`src/rtl/tetris_rand_pkg.sv`:
```
// Shared types and helpers for the Tetris piece randomiser.
// Tap masks are right-shift Galois masks; the MSB must be set so a non-zero state never decays to zero.
package tetris_rand_pkg;

    localparam logic [7:0]  TAPS_W8_A = 8'hB8;
    localparam logic [7:0]  TAPS_W8_B = 8'h8E;
    localparam logic [15:0] TAPS_W16  = 16'hB400;

    typedef enum logic {
        RAND_FREE = 1'b0,
        RAND_BAG  = 1'b1
    } rand_mode_e;

    function automatic int sym_width(input int symbols);
        return (symbols < 2) ? 1 : $clog2(symbols);
    endfunction

endpackage

```
`src/rtl/lfsr_galois.sv`:
```
// Right-shift Galois LFSR with parallel load; a zero load value is replaced by 1.
module lfsr_galois #(
    parameter int                 width_p = 8,
    parameter logic [width_p-1:0] taps_p  = 8'hB8
) (
    input  logic               clk_i,
    input  logic               reset_n_i,
    input  logic [width_p-1:0] reset_val_i,
    input  logic               load_i,
    input  logic [width_p-1:0] load_data_i,
    output logic [width_p-1:0] state_o
);

    logic [width_p-1:0] state_d, state_q;

    always_comb begin
        if (load_i)
            state_d = (load_data_i == '0) ? width_p'(1) : load_data_i;
        else if (state_q[0])
            state_d = (state_q >> 1) ^ taps_p;
        else
            state_d = state_q >> 1;
    end

    always_ff @(posedge clk_i or negedge reset_n_i) begin
        if (!reset_n_i)
            state_q <= reset_val_i;
        else
            state_q <= state_d;
    end

    assign state_o = state_q;

endmodule

```
`src/rtl/bag_random_generator.sv`:
```
// Union-LFSR symbol generator with optional bag mode: each group of symbols_p
// outputs is a permutation of 0..symbols_p-1, behind a 1-entry valid/ready register.
module bag_random_generator
    import tetris_rand_pkg::*;
#(
    parameter int                            width_p     = 8,
    parameter int                            lfsr_num_p  = 2,
    parameter logic [lfsr_num_p*width_p-1:0] taps_p      = {TAPS_W8_A, TAPS_W8_B},
    parameter int                            symbols_p   = 7,
    parameter int                            max_tries_p = 4,
    localparam int                           sym_w       = sym_width(symbols_p)
) (
    input  logic                          clk_i,
    input  logic                          reset_n_i,
    input  logic                          seed_v_i,
    input  logic [lfsr_num_p*width_p-1:0] seed_i,
    input  logic                          mode_i,
    input  logic                          ready_i,
    output logic                          v_o,
    output logic [sym_w-1:0]              data_o,
    output logic [sym_w:0]                bag_cnt_o
);

    localparam int                 try_w    = (max_tries_p > 1) ? $clog2(max_tries_p) : 1;
    localparam logic [try_w-1:0]   try_last = try_w'(max_tries_p - 1);
    localparam logic [sym_w:0]     sym_lim  = (sym_w + 1)'(symbols_p);

    logic [lfsr_num_p-1:0][width_p-1:0] lfsr_state;
    logic [width_p-1:0]   union_w;
    logic                 unused_union;
    logic [sym_w-1:0]     cand, bag_fb, free_fb, pick;
    logic [symbols_p-1:0] mask_new;
    logic                 attempt, hs, in_range, accept, fallback;
    rand_mode_e           mode;

    logic                 v_d, v_q;
    logic [sym_w-1:0]     data_d, data_q;
    logic [symbols_p-1:0] mask_d, mask_q;
    logic [sym_w:0]       cnt_d, cnt_q;
    logic [try_w-1:0]     try_d, try_q;

    for (genvar k = 0; k < lfsr_num_p; k++) begin : g_lfsr
        lfsr_galois #(
            .width_p (width_p),
            .taps_p  (taps_p[k*width_p +: width_p])
        ) u_lfsr (
            .clk_i       (clk_i),
            .reset_n_i   (reset_n_i),
            .reset_val_i (width_p'(k + 1)),
            .load_i      (seed_v_i),
            .load_data_i (seed_i[k*width_p +: width_p]),
            .state_o     (lfsr_state[k])
        );
    end

    always_comb begin
        union_w = '0;
        for (int i = 0; i < lfsr_num_p; i++)
            union_w = union_w ^ lfsr_state[i];
    end

    assign unused_union = ^union_w;
    assign cand         = union_w[sym_w-1:0];
    assign mode         = rand_mode_e'(mode_i);
    assign attempt      = (!v_q || ready_i) && !seed_v_i;
    assign hs           = v_q && ready_i;
    assign in_range     = {1'b0, cand} < sym_lim;
    assign accept       = in_range && ((mode == RAND_FREE) || !mask_q[cand]);
    assign fallback     = (try_q == try_last);
    assign free_fb      = in_range ? cand : cand - sym_lim[sym_w-1:0];

    // Mask is never full here (completion clears it), so a clear bit always exists.
    always_comb begin
        bag_fb = '0;
        for (int i = symbols_p - 1; i >= 0; i--)
            if (!mask_q[i])
                bag_fb = sym_w'(i);
    end

    assign pick     = accept ? cand : ((mode == RAND_BAG) ? bag_fb : free_fb);
    assign mask_new = mask_q | (symbols_p'(1) << pick);

    always_comb begin
        v_d    = v_q;
        data_d = data_q;
        mask_d = mask_q;
        cnt_d  = cnt_q;
        try_d  = try_q;
        if (seed_v_i) begin
            v_d    = 1'b0;
            mask_d = '0;
            cnt_d  = '0;
            try_d  = '0;
        end else if (attempt) begin
            if (accept || fallback) begin
                data_d = pick;
                v_d    = 1'b1;
                try_d  = '0;
                if (mode == RAND_BAG) begin
                    if (&mask_new) begin
                        mask_d = '0;
                        cnt_d  = '0;
                    end else begin
                        mask_d = mask_new;
                        cnt_d  = cnt_q + 1'b1;
                    end
                end
            end else begin
                try_d = try_q + 1'b1;
                if (hs)
                    v_d = 1'b0;
            end
        end
        if (mode == RAND_FREE) begin
            mask_d = '0;
            cnt_d  = '0;
        end
    end

    always_ff @(posedge clk_i or negedge reset_n_i) begin
        if (!reset_n_i) begin
            v_q    <= 1'b0;
            data_q <= '0;
            mask_q <= '0;
            cnt_q  <= '0;
            try_q  <= '0;
        end else begin
            v_q    <= v_d;
            data_q <= data_d;
            mask_q <= mask_d;
            cnt_q  <= cnt_d;
            try_q  <= try_d;
        end
    end

    assign v_o       = v_q;
    assign data_o    = data_q;
    assign bag_cnt_o = cnt_q;

endmodule

```
`config.mk`:
```
export PLATFORM = sky130hd
export DESIGN_NAME = bag_random_generator
export DESIGN_NICKNAME = d
export VERILOG_FILES = /design/src/rtl/tetris_rand_pkg.sv /design/src/rtl/lfsr_galois.sv /design/src/rtl/bag_random_generator.sv
export SDC_FILE = /design/constraint.sdc
export NUM_CORES = 1
export LEC_CHECK = 0
export CAP_MARGIN = 10
export CORE_MARGIN = 2
export CORE_UTILIZATION = 50
export DETAILED_ROUTE_END_ITERATION = 10
export PLACE_DENSITY = 0.76
export SYNTH_ARGS = -nofsm -noshare
export SYNTH_HDL_FRONTEND = slang
export SYNTH_SLANG_ARGS = --single-unit
```
`constraint.sdc`:
```
create_clock -name clk_i -period 3.66 [get_ports clk_i]
set_input_delay 0.549 -clock clk_i [delete_from_list [all_inputs] [get_ports clk_i]]
set_output_delay 0.549 -clock clk_i [all_outputs]
set_load 0.01 [all_outputs]
```
# After elaboration in Yosys (flattened, before gate mapping)
# Cells that the tools add are included.
[totals]
elab_cells = 74
input_bits = 21
memories = 0
latch_bits = 0
rom_bits = 0
register_bits = 33
output_inout_bits = 8
ram_bits = 0
[op_classes]
mul = 0
n_addsub = 3
n_bitwise = 6
reduce_logical = 17
n_eq_ne = 3
shifts = 1
n_lt_le_gt_ge = 2
div = 0
n_mux = 35
[op_table]
columns = ["op", "count"]
rows = [
  ["8-bit 2-to-1 mux", 6],
  ["7-bit 2-to-1 mux", 5],
  ["3-bit 2-to-1 mux", 10],
  ["4-bit 2-to-1 mux", 5],
  ["8-bit zero test", 2],
  ["3-bit inverter with 4-bit output", 2],
  ["7-bit OR", 1],
  ["7-bit AND reduction", 1],
  ["1-bit by 3-bit << shifter with 7-bit output (first input constant)", 1],
  ["2-bit 2-to-1 mux", 3],
  ["3-bit by 2-bit inequality test with 1-bit output (second input constant)", 2],
  ["1-bit 2-to-1 mux", 5],
  ["4-bit by 1-bit adder with 4-bit output (second input constant)", 1],
  ["3-bit by 4-bit < comparator with 1-bit output (second input constant)", 1],
  ["2-bit AND reduction", 2],
  ["1-bit binary-select mux with 3-bit select", 1],
  ["1-bit logical AND", 3],
  ["1-bit zero test", 3],
  ["1-bit logical OR", 3],
  ["3-bit < comparator (second input constant)", 1],
  ["3-bit AND reduction", 1],
  ["3-bit nonzero test", 1],
  ["3-bit subtractor (second input constant)", 1],
  ["3-bit XOR", 1],
  ["4 further kinds", 5],
]

# Depth between registers and ports, before layout
# Gate-level depths: netlist of run 1.
[logic_depth]
ltp_word = 17
mapped_depth = 12
mapped_depth_nobuf = 11

# Worst setup path before layout of run 1
# OpenSTA, ideal clock, no wires.
[synth_path]
kind = "register -> register"
start = "reg g_lfsr[0].u_lfsr.state_q[0]"
end = "reg cnt_q[0], in the netlist bag_cnt_o[0]"
path_slack_ns = 0.680
stages_incl_launch_ff = 11
n_path_buf = 1
t_required_ns = 3.535
synth_period_minus_slack_ns = 2.980
arrival_time_ns = 2.855
setup_ns = 0.125
cell_sequence = "dfstp_2 -> buf_6 -> xnor2_4 -> mux4_2 -> or2_4 -> a21oi_4 -> a2bb2oi_2 -> mux2_2 -> o21ai_4 -> nand3_4 -> mux2_2"
[synth_via]
elab_chain_cells = 15
elab_cells_between_ends = 22
classes_between = "1 x add/sub; 1 x order compare; 1 x eq/ne; 1 x shift; 10 x mux; 2 x bitwise; 6 x reduce/logical"
[synth_lines]
columns = ["element", "line_no", "source"]
rows = [
  ["start: declaration", "lfsr_galois.sv:14", "logic [width_p-1:0] state_d, state_q;"],
  ["start signal: assignment", "lfsr_galois.sv:27", "state_q <= reset_val_i;"],
  ["start signal: assignment", "lfsr_galois.sv:29", "state_q <= state_d;"],
  ["3-bit XOR *", "bag_random_generator.sv:59", "union_w = union_w ^ lfsr_state[i];"],
  ["1-bit binary-select mux with 3-bit select", "bag_random_generator.sv:68", "assign accept = in_range && ((mode == RAND_FREE) || !mask_q[cand]);"],
  ["1-bit 2-to-1 mux (not written as such)", "bag_random_generator.sv:68", ""],
  ["1-bit zero test", "bag_random_generator.sv:68", ""],
  ["1-bit logical OR", "bag_random_generator.sv:68", ""],
  ["1-bit logical AND", "bag_random_generator.sv:68", ""],
  ["3-bit 2-to-1 mux", "bag_random_generator.sv:80", "assign pick = accept ? cand : ((mode == RAND_BAG) ? bag_fb : free_fb);"],
  ["1-bit by 3-bit << shifter with 7-bit output", "bag_random_generator.sv:81", "assign mask_new = mask_q | (symbols_p'(1) << pick);"],
  ["7-bit OR", "bag_random_generator.sv:81", ""],
  ["7-bit AND reduction", "bag_random_generator.sv:100", "if (&mask_new) begin"],
  ["4-bit 2-to-1 mux", "bag_random_generator.sv:100", ""],
  ["4-bit 2-to-1 mux", "bag_random_generator.sv:95", "if (accept || fallback) begin"],
  ["4-bit 2-to-1 mux", "bag_random_generator.sv:94", "end else if (attempt) begin"],
  ["4-bit 2-to-1 mux", "bag_random_generator.sv:89", "if (seed_v_i) begin"],
  ["4-bit 2-to-1 mux", "bag_random_generator.sv:114", "if (mode == RAND_FREE) begin"],
  ["end signal: assignment", "bag_random_generator.sv:131", "cnt_q <= cnt_d;"],
  ["end: declaration", "bag_random_generator.sv:39", "logic [sym_w:0] cnt_d, cnt_q;"],
]
# Mark *: on every way between the ends. The rest lies on a longest branch, timed or not. The select of a mux whose other input is x is not followed.
# A chain may end at the register's enable or synchronous reset.

# Final worst setup path of run 1
[layout_path]
start = "reg g_lfsr[0].u_lfsr.state_q[0]"
end = "reg mask_q[1]"
[layout_via]
elab_chain_cells = 15
elab_cells_between_ends = 22
classes_between = "1 x add/sub; 1 x order compare; 1 x eq/ne; 1 x shift; 10 x mux; 2 x bitwise; 6 x reduce/logical"
[layout_lines]
columns = ["element", "line_no", "source"]
rows = [
  ["3-bit XOR *", "bag_random_generator.sv:59", ""],
  ["1-bit binary-select mux with 3-bit select", "bag_random_generator.sv:68", ""],
  ["1-bit 2-to-1 mux (not written as such)", "bag_random_generator.sv:68", ""],
  ["1-bit zero test", "bag_random_generator.sv:68", ""],
  ["1-bit logical OR", "bag_random_generator.sv:68", ""],
  ["1-bit logical AND", "bag_random_generator.sv:68", ""],
  ["3-bit 2-to-1 mux", "bag_random_generator.sv:80", ""],
  ["1-bit by 3-bit << shifter with 7-bit output", "bag_random_generator.sv:81", ""],
  ["7-bit OR", "bag_random_generator.sv:81", ""],
  ["7-bit AND reduction", "bag_random_generator.sv:100", ""],
  ["7-bit 2-to-1 mux", "bag_random_generator.sv:100", ""],
  ["7-bit 2-to-1 mux", "bag_random_generator.sv:95", ""],
  ["7-bit 2-to-1 mux", "bag_random_generator.sv:94", ""],
  ["7-bit 2-to-1 mux", "bag_random_generator.sv:89", ""],
  ["7-bit 2-to-1 mux", "bag_random_generator.sv:114", ""],
  ["end signal: assignment", "bag_random_generator.sv:130", "mask_q <= mask_d;"],
  ["end: declaration", "bag_random_generator.sv:38", "logic [symbols_p-1:0] mask_d, mask_q;"],
]
# Marks and branches as above.

==> impl_metrics.ini, run 1 <==
[run_status]
status = completed

[power]
p_seq_share_pct = 39.0
p_int_uw = 856.1
clkPwrFrac_pct = 17.6
peakVddDrop_v = 0.0003161
p_sw_uw = 556.6
p_comb_share_pct = 43.4
leakage_nw = 0.9485
switching_share_pct = 39.40
p_per_area_nw_per_um2 = 594.6

[critical_path]
path_max_fanout = 11
crit_end = mask_q[1]
r2r_cells = 9
timing.rr.start = g_lfsr[0].u_lfsr.state_o[0]
crit_slowest_cell = dfstp_2
cp.required_ns = 3.82
slowest_delay_ns = 0.64
timing.rr.end = mask_q[1]
critPathLaunchType = flop
critPathKind = flop to flop
crit_arrival_ns = 3.51
rrSetupSlack_ns = 0.31
crit_start = g_lfsr[0].u_lfsr.state_o[0]
worstPathCellList = xnor2_4 > mux4_2 > or2_4 > a21oi_4 > a2bb2oi_2 > mux2_2 > o21ai_4 > nand4_4 > a22o_1
cp-end-kind = flop

[timing]
worst_slew_pin_slew_ns = 0.4987
relSlewSlack_pct = 66.41
skew_ns = 0.009924
fmax_mhz = 298.2
setup_viol = 0
tns_ns = 0
finalHoldViolations = 0
fin_crit_sh_pct = 91.63
period_needed_ns = 3.354
final-max-slew-violation-count = 0
rsz0062_at_grt = no

[layout]
regArea_um2 = 828.3
area_delta_synth_final_pct = 18.99
final_util_pct = 63.47
layout_common_cells = 31 x dfrtp_1, 28 x clkdlybuf4s50_1, 23 x nand2_1
final-instance-count-excl-fill = 270
layout-drive-gt1-share_pct = 16.67
nNetsFinal = 246
diodes = 0
multi_input_area_um2 = 1100
final_common_cell = dfrtp_1
fillers = 318

[logic_synthesis]
yosysTopAreaCellShare_pct = 38.85
netlist.top_cell.by_area = dfrtp_1
synth_edf_count = 0
synth_flop_cell = dfrtp_1
synth_seq_cells = 33
syn_inst = 194
syn_avg_cell_area_um2 = 10.29
synth_area_um2 = 1997
syn_nets = 218
yosysWarnings = 0
synth_area_leaders = dfrtp_1 39%, mux2_2 5.6%, nand2_1 4.3%
synth.yosys.seq_area_share_pct = 41.48
synthArstFlopShare_pct = 100.0
synthDistinctLibCells = 54

[clock_tree]
numClockSinks = 33
hold_buffers = 0
cts_buffer_depth = 2
cts_inserted_buffers = 5
h-tree-depth = 2
root_buffer = clkbuf_8
cts_setup_buffers = 0
clk_latency_ns = 0.28
ctsResizeCount = 0
cts_tree = built
clk_pin_slew_ns = 0.06

[placed_design]
dp.cells = 263
hpwl_mm = 3.115
gp_congestion = 0.8894
portBuffers = 28

[floorplanning]
coreArea_um2 = 3744
start_util_pct = 53.34
die_y_um = 67.20
pin_count = 29
die_x_um = 67.20
dieArea_um2 = 4515
row_count = 22

[global_routing]
grt_pass1_vias = 1537
antenna_found_initial = 0
grt-ovfl-total = 0
grt_pass1_wl_mm = 6.955
grt_usage_pct = 20.76
grt_max_degree = 34

[drt]
wl_mm = 4.107
first_iter_violations = 94
wl_per_cell_um = 15.21
vias = 1610
ant_nets = 0
drc_errors = 0
firstDrtPassIters = 4
vias_per_cell = 5.963

[flow_run]
cap_violations = 0

[worst_hold_path]
hp-class = flop to flop
-- cell families after synthesis --
family / share of synthesized area [%]
compound gates: 21.99
xor+xnor: 6.141
fa+ha+maj: 1.880
buf+inv: 3.446
flops: 41.48
mux: 7.268
simple gates: 17.79
-- worst max-delay path, delay by kind of cell (launching register included) --
family          cells  cell delay [ns]
flops               1             0.64
mux                 2             0.95
simple gates        2             0.45
compound gates      4             1.01
xor+xnor            1             0.17
-- sequential cells by signal (all words and copies together) (netlist names) --
signal and count:
data_o 3, g_lfsr.u_lfsr.state_o 16, bag_cnt_o 4, v_o 1
mask_q 7, try_q 2
-- synth_stat cells (2+ instances only) --
library cell and n:
nand2b_1 4, mux2_2 10, nor2b_1 3, and2_1 2
a32o_1 2, dfrtp_1 31, a31oi_1 3, inv_1 3
buf_6 2, a21oi_1 9, nor3_1 5, xnor2_1 8
o211a_1 2, ha_1 3, dfstp_2 2, clkbuf_1 5
nor4_1 2, a22o_1 7, nand4_1 2, nand2_1 23
nor2_1 12, a311oi_1 2, o21ai_0 13, o21ai_4 2
nand3_1 8
-- final cells by class --
| class | count | share of cell area [%] |
|---|---|---|
| clock buffers | 6 | 3.054 |
| clock inverters | 1 | 0.2106 |
| inverters | 4 | 0.6319 |
| multi-input cells | 148 | 46.29 |
| flip-flops and latches | 33 | 34.86 |
| well taps | 48 | 2.528 |
| repair buffers | 30 | 12.43 |
-- power groups by stage --
stage,combinational (mW),clock [mW],sequential (mW)
6_report,0.614,0.248,0.551
5_1_grt,0.671,0.273,0.561
4_1_cts,0.611,0.255,0.549
3_5_place_dp,0.608,0,0.555
3_3_place_gp,0.588,0,0.550
2_1_floorplan,0.458,0,0.529
-- metrics by stage --
stage | hold slack, ns | setup WS [ns] | power [mW] | area, um2
6_report | 0.4792 | 0.3064 | 1.413 | 2376
4_1_cts | 0.4806 | 0.3180 | 1.416 | 2376
5_1_grt | 0.4945 | 0.1669 | 1.505 | 2376
3_3_place_gp | 0.4612 | 0.4241 | 1.138 | 2298
3_5_place_dp | 0.4673 | 0.3197 | 1.163 | 2298
2_1_floorplan | 0.2534 | 0.6804 | 0.9862 | 1997
-- routing by layer --
layer	global-route usage, %	vias to the layer above	share of wire [%]
li1	-	765	-
met1	28.03	770	45
met2	31.31	64	47
met3	5.833	11	6.8
met4	8.929	0	2.0
met5	0	-	0
-- worst min path at each step --
stage,startpoint,to,slack (ns),depth (start not counted)
floorplan,reset_n_i,bag_cnt_o[0],0.25,0
global placement,g_lfsr[0].u_lfsr.state_o[6],g_lfsr[0].u_lfsr.state_o[5],0.46,1
detailed placement,g_lfsr[0].u_lfsr.state_o[5],g_lfsr[0].u_lfsr.state_o[4],0.47,1
CTS,g_lfsr[0].u_lfsr.state_o[5],g_lfsr[0].u_lfsr.state_o[4],0.48,1
global route,g_lfsr[1].u_lfsr.state_o[7],g_lfsr[1].u_lfsr.state_o[6],0.49,1
finish,g_lfsr[0].u_lfsr.state_o[6],g_lfsr[0].u_lfsr.state_o[5],0.48,1
Note: power is estimated with default switching activity, not from simulation.
==> inputs of run 2 (changes only) <==
--- a/config.mk
+++ b/config.mk
@@ -9,6 +9,7 @@
 export CORE_MARGIN = 2
 export CORE_UTILIZATION = 50
 export DETAILED_ROUTE_END_ITERATION = 10
+export GPL_TIMING_DRIVEN = 0
 export PLACE_DENSITY = 0.76
 export SYNTH_ARGS = -nofsm -noshare
 export SYNTH_HDL_FRONTEND = slang
==> run 2 against run 1 <==
  * Cell count up 3.0%
  * First-iteration DRC count up 33%
  * Routed wire length up 1.3%
  * Global-route usage up 1.2 points
==> impl_metrics.ini, run 2 (synthesis results as in run 1) <==
[drt]
vias = 1595
firstDrtPassIters = 4
ant_nets = 0
wl_per_cell_um = 14.96
vias_per_cell = 5.737
drc_errors = 0
wl_mm = 4.159
first_iter_violations = 125

[clock_tree]
cts_buffer_depth = 2
cts_setup_buffers = 0
h-tree-depth = 2
cts_tree = built
clk_latency_ns = 0.28
numClockSinks = 33
clk_pin_slew_ns = 0.07
root_buffer = clkbuf_8
ctsResizeCount = 0
hold_buffers = 0
cts_inserted_buffers = 5

[timing]
final-max-slew-violation-count = 0
tns_ns = 0
rsz0062_at_grt = no
skew_ns = 0.009537
finalHoldViolations = 0
setup_viol = 0
worst_slew_pin_slew_ns = 0.7394
relSlewSlack_pct = 50.71
period_needed_ns = 3.162
fin_crit_sh_pct = 86.39
fmax_mhz = 316.3

[global_routing]
antenna_found_initial = 0
grt_pass1_wl_mm = 7.265
grt_max_degree = 34
grt_usage_pct = 22.00
grt_pass1_vias = 1560
grt-ovfl-total = 0

[critical_path]
rrSetupSlack_ns = 0.50
path_max_fanout = 10
critPathLaunchType = flop
timing.rr.start = g_lfsr[0].u_lfsr.state_o[0]
crit_start = g_lfsr[0].u_lfsr.state_o[0]
r2r_cells = 10
cp-end-kind = flop
crit_end = mask_q[6]
crit_arrival_ns = 3.33
cp.required_ns = 3.83
timing.rr.end = mask_q[6]
critPathKind = flop to flop

[layout]
nNetsFinal = 253
final_common_cell = dfrtp_1
largest_reg_flops = 16
layout-drive-gt1-share_pct = 17.39
final_area_um2 = 2416
fillers = 325
layout_common_cells = 31 x dfrtp_1, 27 x clkdlybuf4s50_1, 23 x nand2_1
diodes = 0
area_delta_synth_final_pct = 20.99

[placed_design]
gp_congestion = 0.8583
dpl_cell_area_um2 = 2332
portBuffers = 28
hpwl_mm = 3.032

[flow_run]
cap_violations = 0

[floorplanning]
pin_count = 29
die_x_um = 67.20
die_y_um = 67.20
start_util_pct = 53.34
dieArea_um2 = 4515
row_count = 22
coreArea_um2 = 3744

[power]
peakVddDrop_v = 0.0003427
p_per_area_nw_per_um2 = 596.6
leakage_nw = 0.9631

[worst_hold_path]
hp-class = input pin to async pin

[run_status]
status = completed
[run 2: cell type report]
| cell class | instances | area [um2] | share of cell area (%) |
|---|---|---|---|
| Tap cell | 48 | 60.06 | 2.486 |
| Timing Repair Buffer | 28 | 275.3 | 11.39 |
| Clock inverter | 1 | 7.507 | 0.3107 |
| Clock buffer | 7 | 76.32 | 3.159 |
| Inverter | 4 | 15.01 | 0.6214 |
| Multi-Input combinational cell | 148 | 1100 | 45.52 |
| Buffer | 9 | 53.80 | 2.227 |
| Sequential cell | 33 | 828.3 | 34.28 |
[run 2: worst max-delay path: stages, from the launching register on]
cell	delay, ns
dfstp_2	0.53
buf_6	0.13
xnor2_4	0.16
mux4_2	0.56
or2_4	0.28
a21oi_4	0.12
a2bb2oi_2	0.19
mux2_2	0.38
o21ai_4	0.23
nand3_4	0.16
a32o_1	0.30
[run 2: stage by stage]
step | hold WS [ns] | instances | setup slack [ns] | util (%) | total power [mW]
global route | 0.3915 | 278 | 0.3593 | 64.54 | 1.544
finish | 0.3246 | 278 | 0.4982 | 64.54 | 1.441
global placement | 0.4605 | 270 | 0.5156 | 62.43 | 1.168
CTS | 0.3442 | 278 | 0.4853 | 64.54 | 1.448
detailed placement | 0.4691 | 270 | 0.5161 | 62.30 | 1.179
floorplan | 0.2534 | 194 | 0.6804 | - | 0.9862
[run 2: worst min-delay path by stage]
stage | startpoint | to | slack, ns | cells after the start
final | reset_n_i | g_lfsr[0].u_lfsr.state_o[6] | 0.32 | 1
after global routing | reset_n_i | g_lfsr[1].u_lfsr.state_o[7] | 0.39 | 1
after CTS | reset_n_i | g_lfsr[0].u_lfsr.state_o[1] | 0.34 | 1
after detailed placement | g_lfsr[0].u_lfsr.state_o[5] | g_lfsr[0].u_lfsr.state_o[4] | 0.47 | 1
after global placement | g_lfsr[1].u_lfsr.state_o[7] | g_lfsr[1].u_lfsr.state_o[6] | 0.46 | 1
after floorplan | reset_n_i | bag_cnt_o[0] | 0.25 | 0
[run 2: metal layers]
metal	share of wire [%]	track usage, %	up-vias
met5	0	0	-
li1	-	-	779
met2	47	34.90	34
met4	1.5	8.163	0
met3	5.2	5.000	7
met1	46	29.49	775
[run 2: power breakdown]
part,leakage [nW],internal (mW),total (mW),switching [mW]
registers,0.412,0.447,0.533,0.0856
logic,0.512,0.297,0.646,0.349
clock network,0.0385,0.134,0.263,0.128
==> inputs of run 3 (changes only) <==
--- a/config.mk
+++ b/config.mk
@@ -9,6 +9,7 @@
 export CORE_MARGIN = 2
 export CORE_UTILIZATION = 50
 export DETAILED_ROUTE_END_ITERATION = 10
+export GPL_ROUTABILITY_DRIVEN = 0
 export GPL_TIMING_DRIVEN = 0
 export PLACE_DENSITY = 0.76
 export SYNTH_ARGS = -nofsm -noshare
==> results of run 3 <==
The final DEF is identical to that of run 2; final timing and power are the same.
